--- src/rtl/tnn_popcount_neuron_seq.sv ---
// ============================================================================
// Module   : tnn_popcount_neuron_seq
// Function : Ternary-neuron sequencer that time-multiplexes one shared
//            popcount unit between the positive and negative weight phases.
// Revision : 1.0  initial release
// ============================================================================
`default_nettype none

module tnn_popcount_neuron_seq #(
    parameter int N_CHUNKS = 4,
    parameter int CNT_W    = 4,
    parameter int ACC_W    = 8
) (
    input  logic                    clk,
    input  logic                    rst,
    input  logic                    in_valid,
    output logic                    in_ready,
    input  logic [13:0]             in_x,
    input  logic [13:0]             in_wp,
    input  logic [13:0]             in_wn,
    input  logic signed [ACC_W-1:0] thr_hi,
    input  logic signed [ACC_W-1:0] thr_lo,
    output logic [13:0]             pc_a,
    input  logic [CNT_W-1:0]        pc_cnt,
    output logic                    out_valid,
    input  logic                    out_ready,
    output logic signed [ACC_W-1:0] out_sum,
    output logic [1:0]              out_act
);

    localparam int                      C_CC_W = (N_CHUNKS > 1) ? $clog2(N_CHUNKS) : 1;
    localparam logic [C_CC_W-1:0]       C_LAST = C_CC_W'(N_CHUNKS - 1);
    localparam logic signed [ACC_W-1:0] C_MAX  = {1'b0, {(ACC_W-1){1'b1}}};
    localparam logic signed [ACC_W-1:0] C_MIN  = {1'b1, {(ACC_W-1){1'b0}}};

    typedef enum logic [2:0] {
        S_IDLE = 3'd0,
        S_WAIT = 3'd1,
        S_POS  = 3'd2,
        S_NEG  = 3'd3,
        S_OUT  = 3'd4
    } state_t;

    state_t                    r_state;
    logic signed [ACC_W-1:0]   r_acc;
    logic [C_CC_W-1:0]         r_chunk_cnt;
    logic [13:0]               r_x;
    logic [13:0]               r_wp;
    logic [13:0]               r_wn;
    logic signed [ACC_W-1:0]   r_thr_hi;
    logic signed [ACC_W-1:0]   r_thr_lo;
    logic                      r_out_valid;
    logic signed [ACC_W-1:0]   r_out_sum;
    logic [1:0]                r_out_act;

    logic                      w_last;
    logic                      w_accept;
    logic [ACC_W:0]            w_acc_ext;
    logic [ACC_W:0]            w_cnt_ext;
    logic signed [ACC_W-1:0]   w_add_sat;
    logic signed [ACC_W-1:0]   w_sub_sat;
    logic [1:0]                w_act;

    // One extra bit of headroom: overflow shows as disagreement of the top two bits.
    function automatic logic signed [ACC_W-1:0] f_sat(input logic [ACC_W:0] v);
        if (v[ACC_W] != v[ACC_W-1])
            return v[ACC_W] ? C_MIN : C_MAX;
        else
            return v[ACC_W-1:0];
    endfunction

    assign w_last    = (r_chunk_cnt == C_LAST);
    assign w_acc_ext = {r_acc[ACC_W-1], r_acc};
    assign w_cnt_ext = {{(ACC_W+1-CNT_W){1'b0}}, pc_cnt};
    assign w_add_sat = f_sat(w_acc_ext + w_cnt_ext);
    assign w_sub_sat = f_sat(w_acc_ext - w_cnt_ext);

    always_comb begin
        in_ready = 1'b0;
        pc_a     = 14'd0;
        case (r_state)
            S_IDLE, S_WAIT: in_ready = 1'b1;
            S_POS:          pc_a     = r_x & r_wp;
            S_NEG: begin
                pc_a     = r_x & r_wn;
                in_ready = ~w_last;
            end
            default: ;
        endcase
    end

    assign w_accept = in_valid & in_ready;

    // The +1 test is evaluated first so it wins when thr_lo > thr_hi.
    always_comb begin
        w_act = 2'b00;
        if (w_sub_sat > r_thr_hi)
            w_act = 2'b01;
        else if (w_sub_sat < r_thr_lo)
            w_act = 2'b11;
    end

    always_ff @(posedge clk) begin
        if (rst) begin
            r_state     <= S_IDLE;
            r_acc       <= '0;
            r_chunk_cnt <= '0;
            r_x         <= '0;
            r_wp        <= '0;
            r_wn        <= '0;
            r_thr_hi    <= '0;
            r_thr_lo    <= '0;
            r_out_valid <= 1'b0;
            r_out_sum   <= '0;
            r_out_act   <= 2'b00;
        end else begin
            case (r_state)
                S_IDLE: begin
                    if (w_accept) begin
                        r_x         <= in_x;
                        r_wp        <= in_wp;
                        r_wn        <= in_wn;
                        r_thr_hi    <= thr_hi;
                        r_thr_lo    <= thr_lo;
                        r_acc       <= '0;
                        r_chunk_cnt <= '0;
                        r_state     <= S_POS;
                    end
                end
                S_WAIT: begin
                    if (w_accept) begin
                        r_x     <= in_x;
                        r_wp    <= in_wp;
                        r_wn    <= in_wn;
                        r_state <= S_POS;
                    end
                end
                S_POS: begin
                    r_acc   <= w_add_sat;
                    r_state <= S_NEG;
                end
                S_NEG: begin
                    r_acc <= w_sub_sat;
                    if (w_last) begin
                        r_out_sum   <= w_sub_sat;
                        r_out_act   <= w_act;
                        r_out_valid <= 1'b1;
                        r_state     <= S_OUT;
                    end else begin
                        r_chunk_cnt <= r_chunk_cnt + 1'b1;
                        if (w_accept) begin
                            r_x     <= in_x;
                            r_wp    <= in_wp;
                            r_wn    <= in_wn;
                            r_state <= S_POS;
                        end else begin
                            r_state <= S_WAIT;
                        end
                    end
                end
                S_OUT: begin
                    if (out_ready) begin
                        r_out_valid <= 1'b0;
                        r_state     <= S_IDLE;
                    end
                end
                default: r_state <= S_IDLE;
            endcase
        end
    end

    assign out_valid = r_out_valid;
    assign out_sum   = r_out_sum;
    assign out_act   = r_out_act;

endmodule

`default_nettype wire

--- config.mk ---
export PLATFORM = sky130hd
export DESIGN_NAME = tnn_popcount_neuron_seq
export DESIGN_NICKNAME = d
export VERILOG_FILES = /design/src/rtl/tnn_popcount_neuron_seq.sv
export SDC_FILE = /design/constraint.sdc
export NUM_CORES = 1
export LEC_CHECK = 0
export BUFFER_PORTS_ARGS = -buffer_cell sky130_fd_sc_hd__buf_2
export CAP_MARGIN = 20
export CORE_ASPECT_RATIO = 0.6
export CORE_MARGIN = 5
export CORE_UTILIZATION = 55
export DETAILED_ROUTE_END_ITERATION = 16
export GPL_TIMING_DRIVEN = 0
export PLACE_DENSITY = 0.8
export RECOVER_POWER = 25
export SLEW_MARGIN = 20
export SYNTH_ARGS = -nofsm -noshare
export SYNTH_HDL_FRONTEND = slang
export SYNTH_SLANG_ARGS = --single-unit
--- constraint.sdc ---
create_clock -name clk -period 4.1 [get_ports clk]
set_input_delay 0.205 -clock clk [delete_from_list [all_inputs] [get_ports clk]]
set_output_delay 0.205 -clock clk [all_outputs]
set_load 0.02 [all_outputs]
==> implementation parameters, run 1 <==
Parameter                              Value

Yosys
  Yosys cell types    55
  Predominant post-synthesis flop cell    sky130_fd_sc_hd__dfxtp_1
  Register bit total from synthesis    82
  Synth Cell Area    4430 sq um
  Count of warnings emitted by yosys    0
  Proportion of register bits with asynchronous set or reset after synthesis    0%
  Fraction of the yosys area taken by sequential cells    37.0%
  Synthesized area per cell    7.63 sq um
  Gate Count Post-Synth    581
  Number of enable-type register cells in the synthesized netlist    0
  Net count of the mapped netlist    675

Clocking
  Total number of H-tree levels    3
  Number of clock sinks    roughly 80
  Max Buffers Root-to-Sink    2
  Clock-pin transition on the worst setup and hold timing paths    60 ps
  TritonCTS Buffers    9
  Number of hold-repair buffers added at the cts stage    0
  Clock tree from TritonCTS    yes
  Buffer type at the clock tree root    sky130_fd_sc_hd__clkbuf_16
  Clock network latency to the later pin of the worst-skew pair    330 ps

Die
  Die extent in x    126 microns
  Number of top-level pins    92
  Full die area    10000 sq um
  Y dimension of the die    79.6 microns
  Placeable core area    slightly below 8000 sq um
  Count of standard-cell rows    25
  Initial Util    56.5%

Global route
  Number of antenna violations at the first check in global routing    0
  Global-route track usage on met2    39.6%
  Total global-route track usage    25.5%
  Largest net degree at the start of global routing    16
  Global-route layer with the greatest usage    met2
  Met3 capacity usage during global routing    6.22%
  Met1 global-route usage    35.8%
  Sum of overflow across all layers after global routing    0
  Number of global-route vias before repair    4298
  Wire length of the first global-routing pass    20500 microns

Drt
  Post-route ant nets    0
  Initial DRC count    306
  Final WL    12900 microns
  Post-detailed-route wirelength per cell    around 16 microns
  DR vias/cell    5.49
  Final routed DRC violation total    0
  Via count of the routed design    4422
  Number of detailed-routing iterations run before antenna repair    6

Power and ir drop
  Internal power consumption    1.68 mW
  Logic pwr share    ~38%
  Fraction of power spent switching nets    about 36%
  Highest ir drop seen on vdd    239 uV
  Power density normalized to cell area    482 nW/um^2
  Clock share of power    29.0%
  Flop pwr share    33.1%
  Leak pwr    2.23 nW
  Switching power    950 uW

Worst setup path
  Cell count of the worst reg-to-reg path    17
  Required time at the worst-slack endpoint    4360 ps
  Type of element capturing the critical path    flip-flop
  Highest net fanout along the worst path    6
  Arrival @ worst endpoint    4220 ps
  Startpoint-to-endpoint class of the critical path    reg2reg
  Element type at the critical path start    flip-flop

Timing
  Number of failing setup endpoints in the final timing report    0
  Transition at the pin with the smallest max-transition slack    roughly 1700 ps
  Fraction of the cycle the final worst path needs    around 97%
  Final Slew Violations    9
  Max Clk Rate    252 MHz
  Worst slew margin relative to its limit    -11.6%
  Worst hold-check slack    103 ps
  Min cycle time layout    around 4000 ps
  Hold Fails Final Rpt    0
  Post-route setup slack    139 ps
  Max Clock Skew    4.43 ps

Final layout
  Most frequent standard cell in the layout excluding fill and tap cells    sky130_fd_sc_hd__nand2_1
  Highest-count cells in the layout ignoring fill and taps    155 x sky130_fd_sc_hd__nand2_1, 85 x sky130_fd_sc_hd__buf_2, 84 x sky130_fd_sc_hd__a21oi_1
  Diodes inserted    0
  Layout overhead on the synthesized area    23.1%
  Fraction of final layout cells sized beyond drive strength 1    19.6%
  Post-layout nets    787

Placed design
  Number of input and output port buffers inserted    90
  Setup slack at placement    -498 ps
  RePlAce Congestion    roughly 0.92
  HPWL after DPL    9610 microns

Min path
  Hold-critical path depth    3
  Type of the worst min-delay path    in2reg

Status
  Run status    complete, but fails checks
  Violated checks    max-capacitance violations, max-slew violations

Job
  Max Cap Violations    1
-- layer usage --
layer / up-vias / wire length [microns]
met2: 177 / 5630
li1: 2188 / -
met5: - / 0
met4: 0 / 155
met1: 2038 / 6060
met3: 19 / 1050
-- worst max-delay path, stage by stage, from the launching register on --
cell	delay (ps)
sky130_fd_sc_hd__dfxtp_1	310
sky130_fd_sc_hd__inv_1	70
sky130_fd_sc_hd__ha_1	180
sky130_fd_sc_hd__inv_1	60
sky130_fd_sc_hd__fa_1	430
sky130_fd_sc_hd__a21o_1	230
sky130_fd_sc_hd__a2bb2oi_4	210
sky130_fd_sc_hd__ha_1	260
sky130_fd_sc_hd__buf_2	190
sky130_fd_sc_hd__o211ai_1	110
sky130_fd_sc_hd__o31ai_1	150
sky130_fd_sc_hd__a211oi_4	350
sky130_fd_sc_hd__ha_1	330
sky130_fd_sc_hd__and4_1	230
sky130_fd_sc_hd__a41oi_1	300
sky130_fd_sc_hd__a21oi_2	120
sky130_fd_sc_hd__buf_4	150
sky130_fd_sc_hd__a211oi_2	200
-- power groups by stage --
stage	Combinational, mW	Sequential, mW	Clock [mW]
3_3_place_gp	0.783	0.885	0
4_1_cts	0.886	0.870	0.772
2_1_floorplan	0.584	0.879	0
6_report	0.998	0.871	0.763
5_1_grt	1.08	0.875	0.811
3_5_place_dp	0.822	0.888	0
-- registers in the layout, summed over array words and instances, names as in the netlist --
signal / cells
r_wn: 14
r_wp: 14
r_x: 14
out_sum: 8
r_acc: 8
r_thr_hi: 8
r_thr_lo: 8
r_state: 3
out_act: 2
r_chunk_cnt: 2
out_valid: 1
-- Yosys cell counts (4+ instances only) --
cell,n,share of area (%)
sky130_fd_sc_hd__a211oi_1,4,0.68
sky130_fd_sc_hd__a21oi_1,85,9.6
sky130_fd_sc_hd__a22oi_1,4,0.68
sky130_fd_sc_hd__buf_2,11,1.2
sky130_fd_sc_hd__clkbuf_1,24,2.0
sky130_fd_sc_hd__dfxtp_1,82,37
sky130_fd_sc_hd__ha_1,26,7.3
sky130_fd_sc_hd__inv_1,30,2.5
sky130_fd_sc_hd__mux2i_1,15,3.4
sky130_fd_sc_hd__nand2_1,155,13
sky130_fd_sc_hd__nand2b_1,5,0.71
sky130_fd_sc_hd__nand3_1,5,0.56
sky130_fd_sc_hd__nor2_1,38,3.2
sky130_fd_sc_hd__nor2b_1,6,0.85
sky130_fd_sc_hd__nor3_1,8,0.90
sky130_fd_sc_hd__o211ai_1,5,0.85
sky130_fd_sc_hd__o21ai_0,12,1.4
sky130_fd_sc_hd__o22ai_1,5,0.71
sky130_fd_sc_hd__o31ai_1,5,0.85
sky130_fd_sc_hd__xnor2_1,5,0.99
-- layout make-up --
type                    instances  area, sq um
fillers                       663         2390
repair buffers                101          517
plain buffers                  38          183
inverters                      30          116
clock buffers                  10          239
multi-input cells             431         2570
flip-flops and latches         82         1640
clock inverters                 6         50.0
well taps                     108          135
-- what timing repair did --
action / in CTS / in global routing
pin swaps: 1 / 8
setup buffers: 1 / 10
resized for setup: 12 / 11
setup endpoints to repair: 2 / 2
endpoints found under the hold margin: 0 / 0
-- final timing paths --
check | slack [ps] | to | from
worst max register to register | 140 | out_act[0] | r_acc[0]
worst min register to register | 460 | r_x[2] | r_x[2]
worst min-delay path | 100 | r_wn[4] | in_wn[4]
worst max-delay path | 140 | out_act[0] | r_acc[0]
-- metrics by stage --
stage,instances,TNS (ps),power [mW],util [%],cell area (sq um)
2_1_floorplan,581,0,1.46,-,4430
3_3_place_gp,779,-752,1.67,63.9,5020
3_5_place_dp,779,-887,1.71,63.9,5020
4_1_cts,796,0,2.53,68.4,5370
5_1_grt,806,-41.2,2.77,69.5,5460
6_report,806,0,2.63,69.5,5460
-- logic make-up after synthesis --
family | share of synthesized area [%]
buffers and inverters | 6.41
multiplexers | 3.70
flip-flops | 37.0
adder cells (fa/ha/maj) | 8.24
XOR/XNOR | 1.19
AO/OA/AOI/OAI | 20.2
AND/OR/NAND/NOR | 23.2
(Power assumes the default switching activity.)
==> inputs of run 2 (changes only) <==
--- a/config.mk
+++ b/config.mk
@@ -5,6 +5,7 @@
 export SDC_FILE = /design/constraint.sdc
 export NUM_CORES = 1
 export LEC_CHECK = 0
+export ABC_AREA = 1
 export BUFFER_PORTS_ARGS = -buffer_cell sky130_fd_sc_hd__buf_2
 export CAP_MARGIN = 20
 export CORE_ASPECT_RATIO = 0.6
==> constraint.sdc (replaced) <==
create_clock -name clk -period 3.9 [get_ports clk]
set_input_delay 0.195 -clock clk [delete_from_list [all_inputs] [get_ports clk]]
set_output_delay 0.195 -clock clk [all_outputs]
set_load 0.02 [all_outputs]
==> run 2 against run 1 <==
The flow now finishes without violations. Hold slack lost 15 ps. Combinational power shrank 21%. Clock power grew 17%. Die area shrank 2.3%. Highest routed layer unchanged. Critical endpoint is now out_act[1]. Wire length shrank 4.4%. Maximum frequency grew 9.1%. Synthesized area shrank 2.6%. Sequential share of layout area grew 1.6 points. Flip-flop and latch count is the same.
==> implementation parameters, run 2 <==
Parameter                              Value

Final layout
  Post-layout utilization of the core    66.8%
  Fraction of final layout cells sized beyond drive strength 1    about a fifth
  Diodes inserted    0
  Top flop regs    r_wn: 14 flops, r_wp: 14 flops, r_x: 14 flops
  Highest-count cells in the layout ignoring fill and taps    102 x sky130_fd_sc_hd__nand2_1, 82 x sky130_fd_sc_hd__buf_2, 81 x sky130_fd_sc_hd__dfxtp_1
  Most frequent standard cell in the layout excluding fill and tap cells    sky130_fd_sc_hd__nand2_1
  Layout overhead on the synthesized area    20.0%
  Post-layout nets    764
  Post-route cell area    ~5200 sq um

Worst setup path
  Timing endpoint of the critical path    out_act[1]
  Startpoint-to-endpoint class of the critical path    reg2reg
  Arrival @ worst endpoint    approximately 4000 ps
  Origin of the critical flop-to-flop path    r_acc[2]
  Highest net fanout along the worst path    5
  Setup slack of the worst register-to-register path    ~270 ps
  Start point of the critical path    r_acc[2]
  Cell count of the worst reg-to-reg path    21
  Worst reg2reg path endpoint    out_act[1]
  Element type at the critical path start    flip-flop
  Required time at the worst-slack endpoint    4160 ps
  Type of element capturing the critical path    flip-flop

Drt
  Post-route ant nets    0
  DR vias/cell    5.48
  Post-detailed-route wirelength per cell    between 15 and 20 microns
  Final routed DRC violation total    0
  Via count of the routed design    4291
  Initial DRC count    375
  Number of detailed-routing iterations run before antenna repair    5
  Final WL    12300 microns

Yosys
  Complex-gate fraction of the synthesized area    22.6%
  Synth top area share    38.0%
  Synth Cell Area    roughly 4300 sq um
  Synthesized-area fraction occupied by xor and xnor cells    1.01%
  Fraction of the yosys area taken by sequential cells    38.0%
  Synthesized area per cell    7.58 sq um
  Most numerous cell in the Yosys netlist    sky130_fd_sc_hd__nand2_1
  Top post-synthesis cells by count    100 x sky130_fd_sc_hd__nand2_1, 82 x sky130_fd_sc_hd__dfxtp_1, 80 x sky130_fd_sc_hd__a21oi_1, 69 x sky130_fd_sc_hd__inv_1, 47 x sky130_fd_sc_hd__o21ai_0
  Main combinational cell family by area after synthesis    compound AO/OA/AOI/OAI gates
  Multiplexer share of the synthesized area    0%
  Number of enable-type register cells in the synthesized netlist    0
  Cell type with the highest aggregate area in the netlist    sky130_fd_sc_hd__dfxtp_1
  Proportion of register bits with asynchronous set or reset after synthesis    0%
  Register bit total from synthesis    ~80
  Count of warnings emitted by yosys    0
  Predominant post-synthesis flop cell    sky130_fd_sc_hd__dfxtp_1
  Yosys cell types    38
  Gate Count Post-Synth    570
  Dominant cells by area after synthesis    sky130_fd_sc_hd__dfxtp_1 38%, sky130_fd_sc_hd__a21oi_1 9.3%, sky130_fd_sc_hd__nand2_1 8.7%
  Post-synthesis share of cell area spent on full adders, half adders and majority gates    under 10%
  Net count of the mapped netlist    664
  Synthesized-area fraction occupied by and/or/nand/nor cells    between 15 and 20%

Status
  Run status    complete, no violations

Timing
  Max Clock Skew    5.67 ps
  Number of failing setup endpoints in the final timing report    0
  Max Clk Rate    275 MHz
  Hold Fails Final Rpt    0
  Setup repair after global routing missed its margin    no
  Post-route setup slack    268 ps
  Min cycle time layout    3630 ps
  Transition at the pin with the smallest max-transition slack    632 ps
  Fraction of the cycle the final worst path needs    between 90% and 100%
  Final Slew Violations    0
  Worst slew margin relative to its limit    between 50 and 60%

Clocking
  Max Buffers Root-to-Sink    2
  Total number of H-tree levels    3
  Buffer type at the clock tree root    sky130_fd_sc_hd__clkbuf_16
  Clock tree from TritonCTS    yes
  Number of clock sinks    82
  Clock-pin transition on the worst setup and hold timing paths    60 ps
  Clock network latency to the later pin of the worst-skew pair    between 300 and 400 ps
  TritonCTS Buffers    9

Die
  Number of top-level pins    approximately 90
  Y dimension of the die    between 70 and 80 microns
  Full die area    9780 sq um
  Count of standard-cell rows    25
  Die extent in x    between 100 and 150 microns
  Placeable core area    7760 sq um
  Initial Util    55.7%

Power and ir drop
  Fraction of power spent switching nets    between 30% and 40%
  Power density normalized to cell area    503 nW/um^2
  Clock share of power    34.4%
  Logic pwr share    about 30%
  Internal power consumption    1.74 mW
  Flop pwr share    35.5%
  Total design power    2.61 mW
  Leak pwr    2.29 nW
  Switching power    870 uW
  Highest ir drop seen on vdd    approximately 350 uV

Global route
  Number of global-route vias before repair    a little over 4000
  Sum of overflow across all layers after global routing    0
  Total global-route track usage    25.4%
  Number of antenna violations at the first check in global routing    0
  Wire length of the first global-routing pass    20100 microns
  Largest net degree at the start of global routing    14

Placed design
  HPWL after DPL    9430 microns
  Number of input and output port buffers inserted    89
  Post-detailed-placement cell area    4900 sq um
  RePlAce Congestion    0.911
  Setup slack at placement    -13.3 ps

Min path
  Type of the worst min-delay path    in2reg

Job
  Max Cap Violations    0
[run 2: worst min path at each step]
| stage | startpoint | to | slack [ps] | depth (start not counted) |
|---|---|---|---|---|
| finish | thr_lo[0] | r_thr_lo[0] | 90 | 3 |
| global route | thr_lo[0] | r_thr_lo[0] | 100 | 3 |
| CTS | thr_lo[0] | r_thr_lo[0] | 80 | 3 |
| detailed placement | thr_lo[0] | r_thr_lo[0] | 440 | 3 |
| global placement | thr_lo[0] | r_thr_lo[0] | 430 | 3 |
| floorplan | thr_hi[0] | r_thr_hi[0] | 330 | 2 |
[run 2: cell type report]
| class | instances | area (sq um) |
|---|---|---|
| Clock inverter | 5 | 78.8 |
| Tap cell | 108 | 135 |
| Multi-Input combinational cell | 382 | 2230 |
| Fill cell | 689 | 2570 |
| Sequential cell | 82 | 1640 |
| Timing Repair Buffer | 89 | 430 |
| Clock buffer | 11 | 233 |
| Inverter | 77 | 290 |
| Buffer | 29 | 141 |
[run 2: what timing repair did]
action	4_1_cts	5_1_grt
hold buffers	0	0
endpoints found under the setup margin	2	2
setup buffers	0	0
resized for setup	1	10
[run 2: metrics by stage]
step                hold WS (ps)  instances  TNS (ps)
floorplan                    330        570         0
global placement             427        767         0
detailed placement           436        767     -13.3
CTS                         82.5        783         0
global route                 105        783         0
finish                      88.8        783         0
[run 2: power by group through the flow]
stage	Combinational, mW	Clock [mW]	Sequential, mW
2_1_floorplan	0.515	0	0.933
3_3_place_gp	0.689	0	0.940
3_5_place_dp	0.722	0	0.943
4_1_cts	0.737	0.911	0.925
5_1_grt	0.876	0.946	0.931
6_report	0.785	0.896	0.926
[run 2: worst max-delay path, stage by stage (launching register included)]
cell                       delay, ps
sky130_fd_sc_hd__dfxtp_1         340
sky130_fd_sc_hd__ha_2            410
sky130_fd_sc_hd__inv_2            60
sky130_fd_sc_hd__o21bai_1        180
sky130_fd_sc_hd__nand2_1         140
sky130_fd_sc_hd__nand3_1         140
sky130_fd_sc_hd__xor2_2          180
sky130_fd_sc_hd__inv_1           100
sky130_fd_sc_hd__ha_4            310
sky130_fd_sc_hd__nand2_2         110
sky130_fd_sc_hd__o21ai_2         120
sky130_fd_sc_hd__inv_1           110
sky130_fd_sc_hd__ha_1            320
sky130_fd_sc_hd__a21oi_1         180
sky130_fd_sc_hd__o21ai_0         110
sky130_fd_sc_hd__nand3_1          90
sky130_fd_sc_hd__nand2_1          70
sky130_fd_sc_hd__a211oi_2        190
sky130_fd_sc_hd__nor2_1           60
sky130_fd_sc_hd__nor2_1          140
sky130_fd_sc_hd__nand2_1          80
sky130_fd_sc_hd__a21oi_1         130
[run 2: metal layers]
| metal | track usage [%] | part of all wire (%) |
|---|---|---|
| met3 | 5.98 | 9.4 |
| met5 | 0 | 0 |
| met1 | 36.7 | 46 |
| met2 | 37.8 | 43 |
| met4 | 6.89 | 1.4 |
[run 2: cell families (layout without fill, tap and decap cells)]
logic type	Yosys count	in the layout
adders and majority gates	28	28
buffers and inverters	106	211
and+or+nand+nor	178	178
xor gates and xnor gates	5	5
AOI/OAI and AO/OA	171	171
DFF	82	82
